## src/rtl/uart_pkg.sv

```systemverilog
// Shared types and bit-timing helper for the UART receiver.
// The PARITY state exists only when UART_RX_PARITY_EN is defined.
package uart_pkg;

    localparam int unsigned DATA_BITS = 8;

    typedef enum logic [2:0] {
        IDLE,
        START,
        DATA,
`ifdef UART_RX_PARITY_EN
        PARITY,
`endif
        STOP
    } rx_state_t;

    typedef struct packed {
        logic [31:0] total;
        logic [31:0] half;
    } bit_timing_t;

    // Bit period in clocks and the offset of the mid-bit sample point.
    function automatic bit_timing_t calc_bit_timing(input int unsigned clk_freq,
                                                    input int unsigned baud);
        bit_timing_t t;
        t.total = clk_freq / baud;
        t.half  = t.total / 2;
        return t;
    endfunction

endpackage

```

## src/rtl/uart_rx_tick.sv

```systemverilog
// Bit-period counter for the UART receiver: runs while enabled, held at 0 otherwise,
// and flags the mid-bit and last-cycle points of each period.
module uart_rx_tick #(
    parameter int unsigned TOTAL = 1736,
    parameter int unsigned HALF  = 868
) (
    input  logic clk,
    input  logic rst,
    input  logic enable,
    output logic mid_tick,
    output logic end_tick
);

    localparam int unsigned CNT_W = $clog2(TOTAL);

    logic [CNT_W-1:0] cnt;
    logic [CNT_W-1:0] cnt_next;

    always_comb begin
        cnt_next = '0;
        if (enable && (cnt != CNT_W'(TOTAL - 1))) begin
            cnt_next = cnt + CNT_W'(1);
        end
    end

    // Ticks are decoded from the next count so they are high while cnt holds that value.
    always_ff @(posedge clk) begin
        if (rst) begin
            cnt      <= '0;
            mid_tick <= 1'b0;
            end_tick <= 1'b0;
        end else begin
            cnt      <= cnt_next;
            mid_tick <= enable && (cnt_next == CNT_W'(HALF));
            end_tick <= enable && (cnt_next == CNT_W'(TOTAL - 1));
        end
    end

endmodule

```

## src/rtl/uart_rx_ctrl.sv

```systemverilog
// UART receiver: synchronizer, frame FSM and single-entry output register with ready/valid.
// Define UART_RX_PARITY_EN to receive 8 data bits + parity + stop; otherwise 8N1.
module uart_rx_ctrl
    import uart_pkg::*;
#(
    parameter int unsigned CLK_FREQ   = 200000000,
    parameter int unsigned BAUD       = 115200,
    parameter int unsigned PARITY_ODD = 0
) (
    input  logic                 clk,
    input  logic                 rst,
    input  logic                 rxd,
    output logic [DATA_BITS-1:0] rx_data,
    output logic                 rx_valid,
    input  logic                 rx_ready,
    output logic                 rx_busy,
    output logic                 rx_frame_err,
    output logic                 rx_parity_err,
    output logic                 rx_overrun
);

    localparam bit_timing_t TIMING = calc_bit_timing(CLK_FREQ, BAUD);
    localparam int unsigned TOTAL  = TIMING.total;
    localparam int unsigned HALF   = TIMING.half;
    localparam int unsigned IDX_W  = $clog2(DATA_BITS);

    logic                 rxd_meta;
    logic                 rxd_s;
    logic                 rxd_prev;
    logic                 start_edge;
    rx_state_t            state;
    logic [IDX_W-1:0]     bit_idx;
    logic [DATA_BITS-1:0] shift_reg;
    logic                 cnt_en;
    logic                 mid_tick;
    logic                 end_tick_unused;

    // Two-flop synchronizer plus one history flop for edge detection; resets to line idle.
    always_ff @(posedge clk) begin
        if (rst) begin
            rxd_meta <= 1'b1;
            rxd_s    <= 1'b1;
            rxd_prev <= 1'b1;
        end else begin
            rxd_meta <= rxd;
            rxd_s    <= rxd_meta;
            rxd_prev <= rxd_s;
        end
    end

    assign start_edge = rxd_prev & ~rxd_s;
    assign cnt_en     = (state != IDLE);

    uart_rx_tick #(
        .TOTAL (TOTAL),
        .HALF  (HALF)
    ) u_tick (
        .clk      (clk),
        .rst      (rst),
        .enable   (cnt_en),
        .mid_tick (mid_tick),
        .end_tick (end_tick_unused)
    );

`ifdef UART_RX_PARITY_EN
    localparam logic PAR_ODD = 1'(PARITY_ODD);
    logic par_exp;
    logic par_err;
    assign par_exp = (^shift_reg) ^ PAR_ODD;
`else
    localparam logic PAR_ODD_UNUSED = 1'(PARITY_ODD);
    assign rx_parity_err = 1'b0;
`endif

    always_ff @(posedge clk) begin
        if (rst) begin
            state        <= IDLE;
            bit_idx      <= '0;
            shift_reg    <= '0;
            rx_data      <= '0;
            rx_valid     <= 1'b0;
            rx_busy      <= 1'b0;
            rx_frame_err <= 1'b0;
            rx_overrun   <= 1'b0;
`ifdef UART_RX_PARITY_EN
            par_err       <= 1'b0;
            rx_parity_err <= 1'b0;
`endif
        end else begin
            rx_frame_err <= 1'b0;
            rx_overrun   <= 1'b0;
`ifdef UART_RX_PARITY_EN
            rx_parity_err <= 1'b0;
`endif
            if (rx_valid && rx_ready) begin
                rx_valid <= 1'b0;
            end

            case (state)
                IDLE: begin
                    bit_idx <= '0;
                    if (start_edge) begin
                        state   <= START;
                        rx_busy <= 1'b1;
                    end
                end
                START: begin
                    if (mid_tick) begin
                        if (rxd_s) begin
                            state   <= IDLE;
                            rx_busy <= 1'b0;
                        end else begin
                            state <= DATA;
                        end
                    end
                end
                DATA: begin
                    if (mid_tick) begin
                        shift_reg[bit_idx] <= rxd_s;
                        bit_idx            <= bit_idx + IDX_W'(1);
                        if (bit_idx == IDX_W'(DATA_BITS - 1)) begin
`ifdef UART_RX_PARITY_EN
                            state <= PARITY;
`else
                            state <= STOP;
`endif
                        end
                    end
                end
`ifdef UART_RX_PARITY_EN
                PARITY: begin
                    if (mid_tick) begin
                        par_err <= (rxd_s != par_exp);
                        state   <= STOP;
                    end
                end
`endif
                // Leave at mid-stop so the next start edge is caught half a bit early.
                STOP: begin
                    if (mid_tick) begin
                        state   <= IDLE;
                        rx_busy <= 1'b0;
                        if (!rxd_s) begin
                            rx_frame_err <= 1'b1;
                        end else if (rx_valid && !rx_ready) begin
                            rx_overrun <= 1'b1;
                        end else begin
                            rx_data  <= shift_reg;
                            rx_valid <= 1'b1;
`ifdef UART_RX_PARITY_EN
                            rx_parity_err <= par_err;
`endif
                        end
                    end
                end
                default: begin
                    state   <= IDLE;
                    rx_busy <= 1'b0;
                end
            endcase
        end
    end

endmodule
```

## config.mk

```make
export PLATFORM = sky130hd
export DESIGN_NAME = uart_rx_ctrl
export DESIGN_NICKNAME = d
export VERILOG_FILES = /design/src/rtl/uart_pkg.sv /design/src/rtl/uart_rx_tick.sv /design/src/rtl/uart_rx_ctrl.sv
export SDC_FILE = /design/constraint.sdc
export NUM_CORES = 1
export LEC_CHECK = 0
export CORE_ASPECT_RATIO = 0.6
export CORE_MARGIN = 4
export CORE_UTILIZATION = 40
export CTS_CLUSTER_DIAMETER = 200
export DETAILED_ROUTE_END_ITERATION = 8
export PLACE_DENSITY_LB_ADDON = 0.15
export SYNTH_ARGS = -nofsm -noshare
export SYNTH_HDL_FRONTEND = slang
export SYNTH_SLANG_ARGS = --single-unit
```

## constraint.sdc

```tcl
create_clock -name clk -period 1.56 [get_ports clk]
set_clock_uncertainty 0.1 [all_clocks]
set_input_delay 0.156 -clock clk [delete_from_list [all_inputs] [get_ports clk]]
set_output_delay 0.156 -clock clk [all_outputs]
set_load 0.02 [all_outputs]
```

==> flow_metrics.tcl <==
set metrics [dict create \
    status "finished with violations" \
    violations "setup timing" \
    p_comb_share_pct 3.8 \
    slew_violations 0 \
    place_ws_ns -0.207 \
    cp-start-kind "flip-flop" \
    p_int_mw 1.63 \
    synth_top_area_share_pct 46.3 \
    final_area_sq_mm 0.00224 \
    die_h_microns 58.9 \
    drv_cap 0 \
    p_sw_mw 0.398 \
    layout.cells.non_filler 282 \
    diodes 0 \
    cp_slowest_cell "or4b_4" \
    drive_gt1_share_pct 24.3 \
    p_leak_nw 0.810 \
    routed-wl-met2_microns 1570 \
    synthTopCellsByArea "dfxtp_1 46%, mux2i_1 8.7%, nor2_1 7.2%" \
    cp.arrival_ns 1.95 \
    synthArstFlopShare_pct 0 \
    r2r_start "u_tick.cnt[1]" \
    start_util_pct 41.7 \
    clock.fmax_mhz 550 \
    r2r-end "u_tick.mid_tick" \
    top_layer_used "met4" \
    ant_nets 0 \
    tritoncts "yes" \
    rows 18 \
    via_per_inst 4.89 \
    synth_cell_types 37 \
    cpPeakStageDelay_ns 0.56 \
    synthCells 190 \
    wl_met3_microns 192 \
    cp_top_family "simple AND/OR/NAND/NOR gates" \
    endpoint_kind "flip-flop" \
    vias 1380 \
    ctsHoldBuffers 0 \
    largest_reg_flops 11 \
    worst_hold_slack_ns 0.331 \
    synth-main-ff-cell "dfxtp_1" \
    synth_nets 197 \
    wl_microns 3730 \
    placed_area_sq_mm 0.00206 \
    required_ns 1.70 \
    synth-edff-count 0 \
    setup_viol 5 \
    hold_path_depth 2 \
    synth_area_sq_mm 0.00173 \
    core_area_sq_mm 0.00414 \
    reg2reg_slack_ns -0.26 \
    finalNetCount 228 \
    drc 0 \
    first_global_vias 1322 \
    pwr-share-clk_pct 45.1 \
    r2r_cells 5 \
    antenna_found_initial 0 \
    period_share_pct 117 \
    yosysWarnings 0 \
    grt-ovfl-total 0 \
    fin_util_pct 54.1 \
    path_cells "ha_4 -> nand4bb_1 -> or4b_4 -> a211oi_2 -> o311a_1" \
    grt_max_degree 29 \
    p_sw_share_pct 19.6 \
    drt-met1-wl_microns 1900 \
    fin_crit_ns 1.82 \
    cts_sinks 40 \
    fp.dieArea_sq_mm 0.00547 \
    min_to "rxd_meta" \
    fin_setup_tns_ns -0.325 \
    ios 17 \
    clockBufferDepth 2 \
    hold_path.class "in -> reg" \
    grt.total_usage_pct 14.3 \
    worstPathMaxFanout 2 \
    yosysSeqAreaShare_pct 46.3 \
    rsz0062_at_grt "true" \
    dp_cells 274 \
    areaGrowthSynthToFinish_pct 29.7 \
    cts_setup_buffers 0 \
    drt_iter0_drc 91 \
    path_clk_slew_ns 0.07 \
    worstSetupPathType "reg -> reg" \
    place.gp.congestion 0.827 \
    fin_ws_ns -0.258 \
    clk_latency_ns 0.29 \
    cts_buffers 5 \
    synth_most_common_cell "dfxtp_1" \
    dp_hpwl_microns 2550 \
    hold_viol_final 0 \
    yosys-top-cells-count "40 x dfxtp_1, 33 x nor2_1, 15 x mux2i_1, 10 x nand2_1" \
    synth_seq_cells 40 \
    routedWlPerCell_microns 13.2 \
    total_power_mw 2.03 \
    synth_area_per_cell_sq_um 9.10 \
    ir_drop_mv 0.511 \
    cts_root_buf "clkbuf_8" \
    yosysTopAreaCell "dfxtp_1" \
    hold_start "rxd" \
    portBuffers 15 \
    grt_pass1_wl_microns 6040 \
    htree_num_levels 2 \
    die_x_microns 92.9 \
    critPathBufInv 0 \
    firstDrtPassIters 4 \
    pwr-share-seq_pct 51.1 \
    p_per_area_mw_per_mm2 905 \
]
-- worst register-to-register path: cells and delay by family (launching register included) --
kind | cells | cell delay, ns
AOI/OAI and AO/OA | 2 | 0.33
and+or+nand+nor | 2 | 0.77
adders and majority gates | 1 | 0.23
DFF | 1 | 0.34
-- power by group through the flow --
| stage | combinational (mW) | clock [mW] | sequential (mW) |
|---|---|---|---|
| after floorplan | 0.0391 | 0 | 1.06 |
| after global placement | 0.0724 | 0 | 1.06 |
| after detailed placement | 0.0745 | 0 | 1.06 |
| after CTS | 0.0760 | 0.942 | 1.03 |
| after global routing | 0.0837 | 0.975 | 1.04 |
| final | 0.0772 | 0.915 | 1.04 |
-- cell families after synthesis --
group                    count (synthesis)  share of synthesized area [%]
AND/OR/NAND/NOR                         85                           26.3
flip-flops                              40                           46.3
buffers and inverters                   19                           5.28
AO/OA/AOI/OAI                           17                           6.01
multiplexers                            15                           8.68
XOR/XNOR                                10                           5.07
adder cells (fa/ha/maj)                  3                           2.17
other                                    1                          0.217
-- placed cells by master (no fill, tap or decap), types with 7 or more instances in the layout --
cell | Yosys | layout
dfxtp_1 | 40 | 35
nor2_1 | 33 | 28
buf_4 | 2 | 24
mux2i_1 | 15 | 15
clkdlybuf4s50_1 | 0 | 14
nand2_1 | 10 | 10
nand3_1 | 8 | 8
xnor2_1 | 8 | 8
clkbuf_8 | 0 | 7
-- routing by layer --
metal / GRT usage (%) / vias to the layer above
li1: - / 704
met1: 20.6 / 635
met2: 19.7 / 33
met3: 4.09 / 8
met4: 6.47 / 0
met5: 0 / -
-- how the worst max path moves through the flow --
stage | start | to | slack [ns] | cells after the start
2_1_floorplan | u_tick.cnt[0] | u_tick.mid_tick | -0.16 | 5
6_report | u_tick.cnt[1] | u_tick.mid_tick | -0.26 | 5
3_5_place_dp | u_tick.cnt[0] | u_tick.mid_tick | -0.21 | 5
5_1_grt | u_tick.cnt[1] | u_tick.mid_tick | -0.28 | 5
3_3_place_gp | u_tick.cnt[0] | u_tick.mid_tick | -0.18 | 5
4_1_cts | u_tick.cnt[0] | u_tick.mid_tick | -0.23 | 5
-- layout make-up --
class | count | area, sq um
clock buffer | 7 | 96.3
clock inverter | 1 | 30.0
fill | 394 | 1900
inverter | 4 | 15.0
multi-input combinational | 131 | 886
sequential | 40 | 807
tap | 60 | 75.1
timing repair buffer | 39 | 333
-- timing repair --
action | in CTS | in global routing
resized for setup | 1 | 15
endpoints found under the setup margin | 9 | 22
pin swaps | 2 | 5
Power figures use the tool's default switching activity.
